===== config.mk =====
export PLATFORM = sky130hd
export DESIGN_NAME = store_commit_buffer
export DESIGN_NICKNAME = d
export VERILOG_FILES = /design/src/rtl/store_commit_buffer.sv
export SDC_FILE = /design/constraint.sdc
export NUM_CORES = 1
export LEC_CHECK = 0
export BUFFER_PORTS_ARGS = -buffer_cell sky130_fd_sc_hd__clkbuf_2
export CORE_ASPECT_RATIO = 0.5
export CORE_MARGIN = 4
export CORE_UTILIZATION = 29
export CTS_CLUSTER_SIZE = 25
export DETAILED_ROUTE_END_ITERATION = 10
export GPL_TIMING_DRIVEN = 0
export PLACE_DENSITY = 0.44
export SETUP_SLACK_MARGIN = 0.05
export SYNTH_ARGS = -nofsm -noshare
export SYNTH_HDL_FRONTEND = slang
export SYNTH_SLANG_ARGS = --single-unit

===== constraint.sdc =====
create_clock -name clk -period 3.4 [get_ports clk]
set_input_delay 0.68 -clock clk [delete_from_list [all_inputs] [get_ports clk]]
set_output_delay 0.68 -clock clk [all_outputs]
set_load 0.02 [all_outputs]

===== src/rtl/store_commit_buffer.sv =====
// store_commit_buffer: in-order FIFO of committed stores drained to the data-memory write port.
// Optional `STORE_FWD_EN adds full-word store-to-load forwarding outputs (fwdValid/fwdData).
module store_commit_buffer #(
  parameter int DEPTH = 4,
  parameter int PTR_W = 2
) (
  input  logic        clk,
  input  logic        rst_n,
  input  logic        memoryWriteEnable,
  input  logic [31:0] memoryWriteAddr,
  input  logic [31:0] memoryWriteData,
  input  logic [2:0]  memoryWriteType,
  output logic        bufFull,
  output logic        bufEmpty,
  output logic        memReq,
  output logic [31:0] memAddr,
  output logic [31:0] memWData,
  output logic [3:0]  memByteEn,
  input  logic        memAck,
  input  logic [31:0] loadCheckAddr,
  output logic        loadConflict,
  output logic        overflowErr,
  output logic        misalignErr
`ifdef STORE_FWD_EN
  ,
  output logic        fwdValid,
  output logic [31:0] fwdData
`endif
);

  localparam int CNT_W = PTR_W + 1;

  typedef enum logic {
    IDLE = 1'b0,
    REQ  = 1'b1
  } state_t;

  state_t state_q, state_d;

  logic [29:0] entWord_q [DEPTH];
  logic [31:0] entData_q [DEPTH];
  logic [3:0]  entBe_q   [DEPTH];

  logic [PTR_W-1:0] head_q, tail_q;
  logic [CNT_W-1:0] count_q, count_d;

  logic        memReq_q, memReq_d;
  logic [31:0] memAddr_q, memAddr_d;
  logic [31:0] memWData_q, memWData_d;
  logic [3:0]  memByteEn_q, memByteEn_d;
  logic        overflowErr_q, misalignErr_q;

  logic        full;
  logic        pushOk;
  logic        pop;
  logic        fmtLegal;
  logic [3:0]  fmtBe;
  logic [31:0] fmtData;

  logic             conflictAny;
  logic             youngestFull;
  logic [31:0]      youngestData;
  logic [PTR_W-1:0] scanIdx;
  logic             unusedLoadLsbs;

  assign full     = (count_q == CNT_W'(DEPTH));
  assign bufFull  = full;
  assign bufEmpty = (count_q == '0);

  // Lane replication and byte-enable generation; illegal or misaligned stores never enter the queue.
  always_comb begin
    fmtLegal = 1'b0;
    fmtBe    = 4'b0000;
    fmtData  = 32'h0;
    case (memoryWriteType)
      3'b000: begin
        fmtLegal = 1'b1;
        fmtBe    = 4'b0001 << memoryWriteAddr[1:0];
        fmtData  = {4{memoryWriteData[7:0]}};
      end
      3'b001: begin
        fmtLegal = ~memoryWriteAddr[0];
        fmtBe    = memoryWriteAddr[1] ? 4'b1100 : 4'b0011;
        fmtData  = {2{memoryWriteData[15:0]}};
      end
      3'b010: begin
        fmtLegal = (memoryWriteAddr[1:0] == 2'b00);
        fmtBe    = 4'b1111;
        fmtData  = memoryWriteData;
      end
      default: ;
    endcase
  end

  // Full is judged on the pre-edge count, so a same-cycle pop never makes room for this push.
  assign pushOk  = memoryWriteEnable && !full && fmtLegal;
  assign count_d = count_q + CNT_W'(pushOk) - CNT_W'(pop);

  always_comb begin
    state_d     = state_q;
    memReq_d    = memReq_q;
    memAddr_d   = memAddr_q;
    memWData_d  = memWData_q;
    memByteEn_d = memByteEn_q;
    pop         = 1'b0;
    case (state_q)
      IDLE: begin
        if (count_q != '0) begin
          memReq_d    = 1'b1;
          memAddr_d   = {entWord_q[head_q], 2'b00};
          memWData_d  = entData_q[head_q];
          memByteEn_d = entBe_q[head_q];
          state_d     = REQ;
        end
      end
      REQ: begin
        if (memAck) begin
          pop      = 1'b1;
          memReq_d = 1'b0;
          state_d  = IDLE;
        end
      end
    endcase
  end

  always_ff @(posedge clk or negedge rst_n) begin
    if (!rst_n) begin
      state_q       <= IDLE;
      head_q        <= '0;
      tail_q        <= '0;
      count_q       <= '0;
      memReq_q      <= 1'b0;
      memAddr_q     <= 32'h0;
      memWData_q    <= 32'h0;
      memByteEn_q   <= 4'b0000;
      overflowErr_q <= 1'b0;
      misalignErr_q <= 1'b0;
    end else begin
      state_q       <= state_d;
      count_q       <= count_d;
      memReq_q      <= memReq_d;
      memAddr_q     <= memAddr_d;
      memWData_q    <= memWData_d;
      memByteEn_q   <= memByteEn_d;
      overflowErr_q <= overflowErr_q | (memoryWriteEnable & full);
      misalignErr_q <= misalignErr_q | (memoryWriteEnable & ~fmtLegal);
      if (pushOk) begin
        tail_q <= tail_q + 1'b1;
      end
      if (pop) begin
        head_q <= head_q + 1'b1;
      end
    end
  end

  // Entry payload needs no reset: validity is implied by head and count.
  always_ff @(posedge clk) begin
    if (pushOk) begin
      entWord_q[tail_q] <= memoryWriteAddr[31:2];
      entData_q[tail_q] <= fmtData;
      entBe_q[tail_q]   <= fmtBe;
    end
  end

  assign memReq      = memReq_q;
  assign memAddr     = memAddr_q;
  assign memWData    = memWData_q;
  assign memByteEn   = memByteEn_q;
  assign overflowErr = overflowErr_q;
  assign misalignErr = misalignErr_q;

  // Scan oldest to youngest so the last hit left standing is the entry nearest the tail.
  always_comb begin
    conflictAny  = 1'b0;
    youngestFull = 1'b0;
    youngestData = 32'h0;
    scanIdx      = '0;
    for (int i = 0; i < DEPTH; i++) begin
      scanIdx = head_q + PTR_W'(i);
      if ((CNT_W'(i) < count_q) && (entWord_q[scanIdx] == loadCheckAddr[31:2])) begin
        conflictAny  = 1'b1;
        youngestFull = (entBe_q[scanIdx] == 4'b1111);
        youngestData = entData_q[scanIdx];
      end
    end
  end

  assign unusedLoadLsbs = ^loadCheckAddr[1:0];

`ifdef STORE_FWD_EN
  assign fwdValid     = conflictAny & youngestFull;
  assign fwdData      = fwdValid ? youngestData : 32'h0;
  assign loadConflict = conflictAny & ~youngestFull;
`else
  assign loadConflict = conflictAny;
`endif

endmodule


# After elaboration in Yosys (flattened, before gate mapping)
# Memories as Yosys holds them, arrays and structs flattened. A register that Yosys moved wholly into a read port is not among the register bits.
# Index checks and enable logic that the tools add are counted.
classes:
  addsub: 6
  bitwise_logic: 7
  magnitude_cmp: 4
  n_eq_ne: 9
  n_mux: 18
  shift: 1
  reduce_logical: 15
op_table:
  columns: ["operator", "count"]
  rows:
  - ["$eq 30x30->1", 4]
  - ["$pmux 32 s3", 1]
  - ["$mux 1", 12]
  - ["$pmux 4 s3", 1]
  - ["$logic_and 1x1->1", 6]
  - ["$logic_not 3->1", 2]
  - ["$lt 1x3->1 const A", 2]
  - ["$lt 2x3->1 const A", 2]
  - ["$add 2x1->2 const B", 2]
  - ["$add 2x2->2 const B", 2]
  - ["$mux 4", 1]
  - ["$ne 2x2->1 const B", 2]
  - ["$pmux 1 s2", 2]
  - ["$reduce_and 2->1", 2]
  - ["$shl 1x2->4 const A", 1]
  - ["$add 3x1->3", 1]
  - ["$eq 3x1->1 const B", 1]
  - ["$eq 3x2->1 const B", 1]
  - ["$eq 3x3->1 const B", 1]
  - ["$logic_not 1->1", 3]
  - ["$not 1->1", 3]
  - ["$pmux 1 s3", 1]
  - ["$reduce_bool 3->1", 1]
  - ["$sub 3x1->3", 1]
  - ["3 further kinds", 5]
totals:
  ff_bits: 41
  in_bits: 103
  output_inout_bits: 74
  mem_count: 3
  word_cells: 71
  ramBits: 264
memory_table:
  columns: ["name", "depth", "width", "read_ports", "rd_ports_with_merged_regs", "wr", "line_no", "source"]
  rows:
  - ["entData_q", 4, 32, 1, 1, 1, "41", "logic [31:0] entData_q [DEPTH];"]
  - ["entWord_q", 4, 30, 4, 0, 1, "40", "logic [29:0] entWord_q [DEPTH];"]
  - ["entBe_q", 4, 4, 1, 1, 1, "42", "logic [3:0] entBe_q [DEPTH];"]

# Depth between registers and ports, before layout
# An unclocked memory read counts as a cell.
depth:
  ltp_word: 7
  mapped_depth: 12
  ltp_nobuf: 9

# Worst setup path before layout
# OpenSTA, ideal clock, no wires.
synth_path:
  kind: "input -> register"
  startpoint: "input port memoryWriteType[0]"
  endpoint: "memory entBe_q[0][0], enable pin"
  cell_stages: 5
  setup_slack_ns: -0.425
  arrival_ns: 3.394
  cell_sequence: "clkbuf_1 -> inv_1 -> a21oi_1 -> nor4b_1 -> and2_1"
synth_between:
  elab_chain_len: 5
  elab_cells_between_ends: 7
synth_rtl:
  columns: ["item", "line_no", "source"]
  rows:
  - ["start, declared", "12", "input logic [2:0] memoryWriteType,"]
  - ["$eq 3x2->1 (tied with other cells)", "75", "case (memoryWriteType)"]
  - ["$pmux 1 s3 *", "75", null]
  - ["$logic_and 1x1->1 *", "96", "assign pushOk = memoryWriteEnable && !full && fmtLegal;"]
  - ["$mux 1 *", "158", "if (pushOk) begin"]
  - ["$mux 1 (implied by the code) *", "161", "entBe_q[tail_q] <= fmtBe;"]
  - ["end, declared", "42", null]
# Mark *: on every way between the ends. The rest lies on a longest branch, timed or not.

# Worst setup path in the final report
layout_path:
  startpoint: "register head_q[1]"
  endpoint: "output port loadConflict"
layout_between:
  elab_chain_len: 7
  elab_cells_between_ends: 16
layout_rtl:
  columns: ["item", "line_no", "source"]
  rows:
  - ["start, declared", "44", "logic [PTR_W-1:0] head_q, tail_q;"]
  - ["start signal, assigned", "151", "head_q <= head_q + 1'b1;"]
  - ["$add 2x1->2 / $mem_v2 4x30 (equally long branches)", null, null]
  - ["$mem_v2 4x30 *", null, null]
  - ["$eq 30x30->1 / $logic_and 1x1->1 (equally long branches)", "180", "if ((CNT_W'(i) < count_q) && (entWord_q[scanIdx] == loadCheckAddr[31:2])) begin"]
  - ["$logic_and 1x1->1 / $mux 1 (equally long branches)", "180", null]
  - ["$mux 1 (2 in series)", "180", null]
  - ["$mux 1 *", "180", null]
  - ["end, declared", "21", "output logic loadConflict,"]
# Marks and branches as above.

==> metrics.txt <==
status complete, but fails checks; violations in the final reports setup timing; mean number of vias per cell 5.09; Tot GR Track Use 19.1%; critical path data arrival time 3.52 ns; biggest area consumer among synthesized cells sky130_fd_sc_hd__edfxtp_1; number of register bits inferred by synthesis 341; Period Utilization, post-route 123%; max-cap violation count 0; Clock Skews 0.0159 ns; pin count of the biggest net entering global routing 56; distinct cell type count of the synthesized netlist 65; starting density of the core 29.5%; Sw Share 39.3%; number of clock sinks 341; relative slew slack 30.5%; buffer cell driving the clock tree root sky130_fd_sc_hd__clkbuf_16; sequential area share after synthesis 57.7%; maximum fanout along the worst path 8; Finish-stage setup viols 1; count of flip-flops with a built-in enable after synthesis 264; sequential share of power 30.1%; standard cell core area 57,900 um2; drt initial violations 843; core utilization of the finished layout 36.5%; Std-Cell Rows 62; maximum operating frequency 238 MHz; Leakage Power 7.86 nW; share of the synthesized netlist area taken by xor and xnor gates 4.77%; data required time of the worst path 2.72 ns; pin slew with the least headroom to its limit 1.04 ns; Critical Path Max Stage Delay 0.41 ns; average wire length per cell after detail routing 26.8 um; CTS clock-pin slew for the worst setup and hold paths 0.06 ns; placement-stage worst setup slack -1.56 ns; cell with the largest stage delay on the worst path sky130_fd_sc_hd__a2111oi_4; wire length of the first global-routing pass 87.3 mm; number of endpoints with negative hold slack in the final report 0; detailed-route via count 11,600; Synth Flop Type sky130_fd_sc_hd__edfxtp_1; residual overflow from global routing 0; biggest area contributors in the synthesized netlist sky130_fd_sc_hd__edfxtp_1, sky130_fd_sc_hd__mux4_2, sky130_fd_sc_hd__dfrtp_1; clk buf depth 3; number of nets in the final layout 1,597; startpoint class of the critical path flip-flop; portion of netlist area occupied by mux cells 18.3%; classification of the worst-slack hold path primary input to asynchronous set/reset pin; Combinational Power Share 48.6%; IR drop worst, VDD 0.000361 V; placer congestion estimate 0.879; DRT Pass-1 Iters 5; post-synthesis area per instance 13.6 um2; PortBufs 154; Synth Warn # 0; die outline width 351 um; Net Sw Power 7.17 mW; Total Routed Length 61.1 mm; y dimension of the die 180 um; endpoint kind of the worst setup timing path output port; post-route setup slack -0.799 ns; async set or reset register ratio after synthesis 22.6%; clock network fraction of total power 21.3%; initial antenna violation count 5; combinational family with the most area after synthesis multiplexers; kind of cell with the highest combined delay on the critical path buffers and inverters; cell-internal power 11.1 mW; via count of the first global-routing pass 12,200; adder-cell share of the synthesized area 0.703%; number of routed nets with antenna violations 0; total power divided by cell area 863 nW/um2; Post-Syn Area 17,100 um2; CTS tree done; dpl hpwl 44.8 mm; Area Growth Syn to Fin 23.5%; worst-skew pair later-pin latency 0.56 ns; post-synthesis compound-gate area fraction 6.01%; simple-gate portion of the synthesized area 8.92%; maximum level of the CTS H-tree 2; max-slew violation total from the final report 0; buffer and inverter count on the worst path 6; flop-to-flop setup slack 0.41 ns; number of top-level pins 177; Final Critical Period 4.20 ns; Setup CP Type flip-flop to output port; unrepaired setup endpoints after global routing true; TritonCTS Buffers 36; total DRC errors in the routed layout 0; synthesized instance count 1,255; portion of synthesized cell area occupied by the leading cell type 46.4%; cell chain of the critical path buf_12, buf_16, buf_16, buf_12, buf_4, mux4_2, xnor2_2, nand4_1, a2111oi_4, nor4b_4, a41oi_2, nand3_4, buf_8; die footprint 63,100 um2; layout cell share with drive strength beyond 1 30.5%
## cell type report
class                      instances  area [um2]
clock inverter                    16         158
sequential                       341        9860
tap                              768         961
clock buffer                      50         975
timing repair buffer             191        1210
buffer                            85         767
antenna                            2        5.00
inverter                          21        80.1
fill                            5650       36800
multi-input combinational        809        7100
## logic make-up (layout without fill, tap and decap cells)
kind of cell | after synthesis | in the layout
AND/OR/NAND/NOR | 349 | 349
flip-flops | 341 | 341
multiplexers | 197 | 197
AO/OA/AOI/OAI | 159 | 159
buffers and inverters | 106 | 363
XOR/XNOR | 93 | 93
adder cells (fa/ha/maj) | 9 | 9
other | 1 | 4
## path summary, 6_finish.rpt
| check | from | endpoint | cells after the start |
|---|---|---|---|
| max | head_q[1] | loadConflict | 13 |
| min | rst_n | memWData[6] | 1 |
| max reg2reg | head_q[1] | memByteEn[1] | 10 |
| min reg2reg | overflowErr | overflowErr | 1 |
| max in group asynchronous | rst_n | memAddr[8] | 2 |
| min in group clk | memoryWriteAddr[14] | entWord_q[3][12] | 1 |
## Yosys cell counts (all sizes together), types with 6 or more instances
cell and instances:
a211oi 6, a21oi 62, a221oi 9, a22oi 6
and2 14, buf 45, clkbuf 40, dfrtp 77
edfxtp 264, ha 8, inv 21, mux2 17
mux2i 92, mux4 88, nand2 199, nand4 12
nor2 75, nor2b 14, nor3 6, nor4 9
o21ai 24, o221ai 6, o22ai 10, xnor2 65
xor2 28
## power groups by stage
stage          Sequential [mW]  Combinational (mW)  Clock (mW)
3_3_place_gp              5.55                7.80           0
4_1_cts                   5.49                8.50        4.01
3_5_place_dp              5.57                7.80           0
5_1_grt                   5.55                9.37        4.18
6_report                  5.49                8.85        3.88
2_1_floorplan             5.97                4.53           0
## metrics by stage
stage / instances / setup TNS [ns] / hold WS, ns / instance area (um2) / power (mW)
2_1_floorplan: 1256 / 0 / 0.384 / 17100 / 10.5
3_3_place_gp: 2178 / -292.83 / 0.439 / 18800 / 13.3
3_5_place_dp: 2183 / -66.49 / 0.443 / 19000 / 13.4
4_1_cts: 2263 / -0.962 / 0.0655 / 20700 / 18.0
5_1_grt: 2283 / -0.893 / 0.0788 / 21100 / 19.1
6_report: 2283 / -0.799 / 0.0803 / 21100 / 18.2
## flip-flops by register name, summed over array words and instances (netlist names), 2 cells and up
signal	cells
tail_q	2
entWord_q	120
entData_q	128
memAddr	30
entBe_q	16
count_q	3
memByteEn	4
head_q	2
memWData	32
## what timing repair did
action / in CTS / in global routing
endpoints found under the setup margin: 24 / 113
gates resized for setup: 96 / 47
endpoints found under the hold margin: 0 / 0
buffers inserted: 14 / 16
hold buffers: 0 / 0
pin swaps: 9 / 14
cloned: 0 / 2
## routing by layer
metal / vias to the layer above / global-route usage, % / wire length, um
li1: 5169 / - / -
met1: 6059 / 25.2 / 26400
met2: 305 / 32.7 / 30200
met3: 84 / 3.40 / 2910
met4: 4 / 4.75 / 1550
met5: - / 0 / 21
## layout by cell type, fill, tap and decap left out, types with 14 or more instances in the layout
cell type,instances
sky130_fd_sc_hd__edfxtp_1,264
sky130_fd_sc_hd__nand2_1,199
sky130_fd_sc_hd__clkbuf_2,153
sky130_fd_sc_hd__mux4_2,88
sky130_fd_sc_hd__dfrtp_1,76
sky130_fd_sc_hd__nor2_1,74
sky130_fd_sc_hd__a21oi_1,62
sky130_fd_sc_hd__mux2i_1,60
sky130_fd_sc_hd__xnor2_1,56
sky130_fd_sc_hd__clkbuf_1,49
sky130_fd_sc_hd__clkbuf_16,39
sky130_fd_sc_hd__buf_4,37
sky130_fd_sc_hd__xor2_1,28
sky130_fd_sc_hd__o21ai_0,22
sky130_fd_sc_hd__inv_1,20
sky130_fd_sc_hd__mux2_2,17
sky130_fd_sc_hd__buf_12,16
sky130_fd_sc_hd__mux2i_2,16
sky130_fd_sc_hd__mux2i_4,16
sky130_fd_sc_hd__nor2b_1,14
(Power assumes the default switching activity.)
